$ cat src/rtl/morse_guess_buffer.sv
// morse_guess_buffer: player-2 guess accumulator for the morse guessing game.
// Packs dot (2'b10) and line (4'b1110) symbols into a right-aligned bit string,
// supports backspace through a one-bit-per-symbol history stack, and scores the
// finished entry against player 1's packed target.
module morse_guess_buffer #(
    parameter int WIDTH       = 20,
    parameter int MAX_SYMBOLS = 8,
    parameter int CNT_W       = 5
) (
    input  logic             clock,
    input  logic             reset,
    input  logic             ld_dot,
    input  logic             ld_line,
    input  logic             backspace,
    input  logic             finish,
    input  logic             clear,
    input  logic [WIDTH-1:0] target,
    output logic [WIDTH-1:0] q,
    output logic [CNT_W-1:0] bit_len,
    output logic [CNT_W-1:0] sym_count,
    output logic             overflow,
    output logic             busy,
    output logic             result_valid,
    output logic             correct
);

    typedef enum logic [1:0] {
        ST_ENTRY,
        ST_CHECK,
        ST_DONE
    } state_t;

    state_t           state_reg;
    logic [WIDTH-1:0] q_reg;
    logic [CNT_W-1:0] bit_len_reg;
    logic [CNT_W-1:0] sym_count_reg;
    logic             overflow_reg;
    logic             busy_reg;
    logic             result_valid_reg;
    logic             correct_reg;

    // History stack: bit i holds the type of symbol i (0 = dot, 1 = line),
    // symbol 0 being the oldest. Slots above sym_count are kept at zero.
    logic [MAX_SYMBOLS-1:0] stack_reg;
    logic [MAX_SYMBOLS-1:0] stack_next;
    logic [MAX_SYMBOLS-1:0] top_sel;

    logic             in_entry;
    logic             do_pop;
    logic             want_push;
    logic             do_push;
    logic             push_line;
    logic             top_is_line;
    logic             room_ok;
    logic [CNT_W:0]   sym_len;
    logic [CNT_W:0]   bit_len_sum;

    // Decode the single ENTRY action for this cycle: clear > finish > backspace > append.
    always_comb begin
        in_entry    = (state_reg == ST_ENTRY);
        do_pop      = in_entry && !clear && !finish && backspace && (sym_count_reg != '0);
        want_push   = in_entry && !clear && !finish && !backspace && (ld_dot ^ ld_line);
        push_line   = ld_line;
        sym_len     = push_line ? (CNT_W+1)'(4) : (CNT_W+1)'(2);
        bit_len_sum = {1'b0, bit_len_reg} + sym_len;
        room_ok     = (bit_len_sum <= (CNT_W+1)'(WIDTH)) &&
                      (sym_count_reg != CNT_W'(MAX_SYMBOLS));
        do_push     = want_push && room_ok;
        top_is_line = |top_sel;
    end

    // Per-slot stack update: push writes the slot at sym_count, pop zeroes the top slot.
    generate
        for (genvar gi = 0; gi < MAX_SYMBOLS; gi++) begin : g_stack
            assign top_sel[gi]    = stack_reg[gi] && (sym_count_reg == CNT_W'(gi + 1));
            assign stack_next[gi] = clear                                        ? 1'b0 :
                                    (do_push && sym_count_reg == CNT_W'(gi))     ? push_line :
                                    (do_pop  && sym_count_reg == CNT_W'(gi + 1)) ? 1'b0 :
                                    stack_reg[gi];
        end
    endgenerate

    // Stack register.
    always_ff @(posedge clock) begin
        if (reset) begin
            stack_reg <= '0;
        end else begin
            stack_reg <= stack_next;
        end
    end

    // Entry / check / done sequencing with the guess datapath and scoring.
    always_ff @(posedge clock) begin
        if (reset) begin
            state_reg        <= ST_ENTRY;
            q_reg            <= '0;
            bit_len_reg      <= '0;
            sym_count_reg    <= '0;
            overflow_reg     <= 1'b0;
            busy_reg         <= 1'b0;
            result_valid_reg <= 1'b0;
            correct_reg      <= 1'b0;
        end else if (clear) begin
            state_reg        <= ST_ENTRY;
            q_reg            <= '0;
            bit_len_reg      <= '0;
            sym_count_reg    <= '0;
            overflow_reg     <= 1'b0;
            busy_reg         <= 1'b0;
            result_valid_reg <= 1'b0;
            correct_reg      <= 1'b0;
        end else begin
            case (state_reg)
                ST_ENTRY: begin
                    if (finish) begin
                        state_reg <= ST_CHECK;
                        busy_reg  <= 1'b1;
                    end else if (do_pop) begin
                        if (top_is_line) begin
                            q_reg       <= q_reg >> 4;
                            bit_len_reg <= bit_len_reg - CNT_W'(4);
                        end else begin
                            q_reg       <= q_reg >> 2;
                            bit_len_reg <= bit_len_reg - CNT_W'(2);
                        end
                        sym_count_reg <= sym_count_reg - CNT_W'(1);
                    end else if (do_push) begin
                        if (push_line) begin
                            q_reg <= {q_reg[WIDTH-5:0], 4'b1110};
                        end else begin
                            q_reg <= {q_reg[WIDTH-3:0], 2'b10};
                        end
                        bit_len_reg   <= bit_len_sum[CNT_W-1:0];
                        sym_count_reg <= sym_count_reg + CNT_W'(1);
                    end else if (want_push) begin
                        // No room for the symbol: keep the entry, remember the loss.
                        overflow_reg <= 1'b1;
                    end
                end
                ST_CHECK: begin
                    correct_reg      <= (q_reg == target) && !overflow_reg &&
                                        (sym_count_reg != '0);
                    busy_reg         <= 1'b0;
                    result_valid_reg <= 1'b1;
                    state_reg        <= ST_DONE;
                end
                ST_DONE: begin
                    // Result held until clear; target changes are not re-scored.
                end
                default: begin
                    state_reg <= ST_ENTRY;
                end
            endcase
        end
    end

    assign q            = q_reg;
    assign bit_len      = bit_len_reg;
    assign sym_count    = sym_count_reg;
    assign overflow     = overflow_reg;
    assign busy         = busy_reg;
    assign result_valid = result_valid_reg;
    assign correct      = correct_reg;

endmodule

$ cat config.mk
export PLATFORM = sky130hd
export DESIGN_NAME = morse_guess_buffer
export DESIGN_NICKNAME = d
export VERILOG_FILES = /design/src/rtl/morse_guess_buffer.sv
export SDC_FILE = /design/constraint.sdc
export NUM_CORES = 1
export LEC_CHECK = 0
export BUFFER_PORTS_ARGS = -buffer_cell sky130_fd_sc_hd__buf_2
export CORE_UTILIZATION = 57
export CTS_CLUSTER_SIZE = 24
export DETAILED_ROUTE_END_ITERATION = 8
export GPL_TIMING_DRIVEN = 0
export PLACE_DENSITY = 0.83
export RECOVER_POWER = 25
export REMOVE_ABC_BUFFERS = 1
export SKIP_CTS_REPAIR_TIMING = 1
export SYNTH_ARGS = -nofsm -noshare
export SYNTH_HDL_FRONTEND = slang
export SYNTH_SLANG_ARGS = --single-unit
$ cat constraint.sdc
create_clock -name clock -period 8.5 [get_ports clock]
set_clock_uncertainty 0.1 [all_clocks]
set_input_delay 0.425 -clock clock [delete_from_list [all_inputs] [get_ports clock]]
set_output_delay 0.425 -clock clock [all_outputs]
set_load 0.05 [all_outputs]
== Word level (Yosys, flattened, before mapping) ==
Cells that the tools add are included.
Storage, ports and cells
  flip-flop bits (word level): 44
  logic and storage cells: 127
Operators by class
  add/sub/neg operators: 5
  order comparisons: 1
  eq/ne operators: 13
  multiplexer cells: 30
  bitwise gates (word level): 5
  reductions and logical operators: 57
Operator list (count)
  20-bit 2-to-1 mux: 3
  1-bit logical AND: 34
  5-bit 2-to-1 mux: 5
  20-bit equality test: 1
  5-bit by 3-bit equality test with 1-bit output (second input constant): 4
  2-bit nonzero test: 10
  18-bit 2-to-1 mux: 1
  1-bit 2-to-1 mux: 17
  5-bit by 2-bit equality test with 1-bit output (second input constant): 2
  8-bit OR reduction: 1
  5-bit by 3-bit adder with 6-bit output: 1
  6-bit by 5-bit <= comparator with 1-bit output (second input constant): 1
  2-bit case mux with 3 select lines: 1
  5-bit by 1-bit adder with 5-bit output (second input constant): 1
  5-bit by 1-bit equality test with 1-bit output (second input constant): 1
  5-bit by 4-bit equality test with 1-bit output (second input constant): 1
  5-bit zero test: 1
  5-bit by 4-bit != test with 1-bit output (second input constant): 1
  5-bit AND reduction: 1
  5-bit nonzero test: 1
  5-bit by 1-bit subtractor with 5-bit output (second input constant): 1
  5-bit by 2-bit subtractor with 5-bit output (second input constant): 1
  5-bit by 3-bit subtractor with 5-bit output (second input constant): 1
  1-bit zero test: 4
  other kinds (12): 16

== Longest topological paths before layout ==
  word-level depth: 8
  mapped depth: 14

== Least setup slack after synthesis ==
Ideal clock, no wire load.
  path type: input-to-reg
  start: input ld_line
  end: register bit_len_reg[4] (netlist: bit_len[4])
  library setup time: 100 ps
  arrival: 3171 ps
  setup slack: 5129 ps
  cell stages on the path: 13
  cell sequence: clkbuf_1 -> buf_2 -> inv_1 -> ha_1 -> inv_1 -> fa_1 -> nand2b_1 -> a21boi_0 -> o2111ai_1 -> and2_1 -> buf_6 -> mux2_4 -> a2111oi_4
On the way
  cells in the longest elaborated chain, start to end: 7
  elaborated cells between the ends (all ways): 11
  classes of those cells: add/sub (1); order compare (1); mux (3); bitwise (1); reduce/logical (5)
Ends and longest elaborated chain
  start, declared: RTL line 13  | input logic ld_line,
  3-bit 2-to-1 mux: RTL line 64  | sym_len = push_line ? (CNT_W+1)'(4) : (CNT_W+1)'(2);
  5-bit by 3-bit adder with 6-bit output: RTL line 65  | bit_len_sum = {1'b0, bit_len_reg} + sym_len;
  6-bit by 5-bit <= comparator with 1-bit output: RTL line 66  | room_ok = (bit_len_sum <= (CNT_W+1)'(WIDTH)) &&
  1-bit logical AND: RTL line 66
  1-bit logical AND: RTL line 68  | do_push = want_push && room_ok;
  2-bit nonzero test (no source line)
  3-bit AND reduction (no source line)
  end signal, assigned: RTL line 121  | bit_len_reg <= bit_len_reg - CNT_W'(4);
  end signal, assigned: RTL line 124  | bit_len_reg <= bit_len_reg - CNT_W'(2);
  end signal, assigned: RTL line 133  | bit_len_reg <= bit_len_sum[CNT_W-1:0];
  end, declared: RTL line 35  | logic [CNT_W-1:0] bit_len_reg;
Parallel ways exist; a longest one is shown, timed or not. The select of a mux whose other input is x is not followed.
A chain may end at the register's enable or synchronous reset.

== Worst setup path after layout ==
Ends and elaborated chain as after synthesis.

==> reports/qor.yml <==
ir_drop_mv: 0.0808
cts_root_buffer: "clkbuf_8"
cp_max_fo: 32
report.final.slew_viol_count: 0
grt_max_degree: 33
fill_cells: 433
cts_max_path_buffers: 2
dpl.hpwl_um: 5120
insertion_delay_ns: 0.30
outcome: "complete, no violations"
cts_tree: "yes"
synth_cell_types: 58
start_util_pct: 59.4
grt_overflow: 0
relSlewSlack_pct: 1.44
synth_edf_count: 0
cts_inserted_buffers: 5
synth_cells: 359
finalSetupTns_ns: 0
r2r_cells: 10
synth_mux_area_share_pct: 12.2
io_buffers: 59
final_nets: 439
synth_top_family_by_area: "compound AO/OA/AOI/OAI gates"
wl_per_cell_um: 16.4
yosys_most_used_dff: "dfxtp_1"
cts_sinks: 43
rsz0062_at_grt: "no"
synth_xor_area_share_pct: 7.22
rows: 26
globalRouteTotalUtil_pct: 29.3
required_ns: 8.60
yosysSeqAreaShare_pct: 28.4
htree_levels: 2
power_density_mw_per_mm2: 132
path_class: "in -> reg"
syn_area_per_cell_um2: 8.44
num_vias: 2888
netlist_area_mm2: 0.00303
grt_first_pass_wirelength_um: 12500
grt_pass1_vias: 2577
multi_input_area_mm2: 0.00199
arrival_ns: 4.42
yosys.area_share.simple_pct: 20.0
p_leak_nw: 1.30
tightest_slew_ns: 1.48
regArea_um2: 861
ys_ff_latch: 43
drtAntennaViolNets: 0
drt_iter0_drc: 298
min_path_cells: 3
finalCritPeriodShare_pct: 50.8
drtPass1Iterations: 5
post_drt_via_cell_ratio: 6.12
routabilityCongestion: 0.804
diodes: 0
drc: 0
path_clk_slew_ns: 0.09
maxCapViolCount: 0
finalPower_mw: 0.452
antenna_found_initial: 0
syn_to_final_growth_pct: 13.5
dieHeight_um: 74.9
hold-worst-slack_ns: 0.270
endpoint_kind: "flop"
finalWirelength_um: 7750
ios: 61
period_needed_ns: 4.32
drive_gt1_share_pct: 20.1
largest_reg_flops: 20
layout_common_cells: "dfxtp_1, buf_2, o21ai_0"
finalHoldViolations: 0
ys_warn_count: 0
synthArstFlopShare_pct: 0
fmax_mhz: 232
fp.dieW_um: 74.9
setup_viol: 0
cp-start-kind: "input pin"
synth-adder-area-share_pct: 4.79
core-area_mm2: 0.00511
hold_class: "in -> reg"
synth_compound_area_share_pct: 21.2
dieArea_mm2: 0.00561
[routing by layer]
layer | share of wire (%) | global-route usage (%)
met5 | 0 | 0
met4 | 1.8 | 11.3
met3 | 6.3 | 4.55
met2 | 47 | 46.8
met1 | 45 | 39.8
[critical path, cell delays in order]
cell,delay [ns]
buf_2,0.53
inv_1,0.30
fa_1,0.61
nand2b_1,0.12
a21boi_0,0.11
o2111ai_2,0.45
buf_8,0.23
and2_1,0.93
mux2_4,0.37
a2111oi_4,0.33
[synthesized netlist by cell type (2+ instances only)]
library cell,instances,area (um^2)
dfxtp_1,43,861
o21ai_0,35,175
a21oi_1,27,135
nand3_1,24,120
mux2i_1,22,220
nand2_1,21,78.8
clkbuf_1,15,56.3
xnor2_1,15,131
mux2_2,12,135
nor2_1,12,45.0
ha_1,10,125
xor2_1,10,87.6
inv_1,9,33.8
a211oi_1,8,60.1
nand4_1,8,50.1
a41oi_1,5,43.8
buf_4,5,37.5
nor3_1,5,25.0
nor4_1,5,31.3
nand3b_1,4,30.0
or2_2,4,25.0
a22o_1,3,26.3
a31oi_1,3,18.8
buf_2,3,15.0
buf_6,3,33.8
nand2b_1,3,18.8
nor2b_1,3,18.8
o211ai_1,3,22.5
o21a_1,3,22.5
or3_1,3,18.8
a311oi_1,2,17.5
and3_1,2,12.5
nor3_4,2,32.5
nor3b_2,2,25.0
o21ai_1,2,10.0
[final timing paths]
check                                start           end  slack (ns)
worst max register to register  bit_len[1]    bit_len[4]        4.55
worst min register to register     correct       correct        0.38
worst max-delay path               ld_line    bit_len[4]        4.18
worst min-delay path                finish  state_reg[0]        0.27
[area by class of cell]
cell class | count | area share, %
well taps | 70 | 2.55
inverters | 10 | 1.09
multi-input cells | 279 | 57.9
clock inverters | 2 | 1.75
flip-flops and latches | 43 | 25.0
repair buffers | 62 | 9.57
clock buffers | 6 | 2.11
[logic make-up after synthesis]
logic type | count (synthesis)
AND/OR/NAND/NOR | 106
other | 1
XOR/XNOR | 25
buffers and inverters | 37
multiplexers | 35
flip-flops | 43
AO/OA/AOI/OAI | 101
adder cells (fa/ha/maj) | 11
[power by group]
group          switching [mW]  internal (mW)  total, mW
combinational          0.0324         0.0193     0.0517
clock                  0.0756          0.118      0.193
sequential            0.00382          0.204      0.208
total                   0.112          0.341      0.452
[stage by stage]
step,worst slack (ns),std cells,instance area (um^2),util [%]
after CTS,4.23,472,3460,67.7
after global routing,4.01,472,3440,67.3
after floorplan,4.36,332,2880,-
after detailed placement,3.93,464,3330,65.1
after global placement,3.04,461,3270,64.0
final,4.18,472,3440,67.3
No activity file was read; power rests on OpenSTA's default activity.
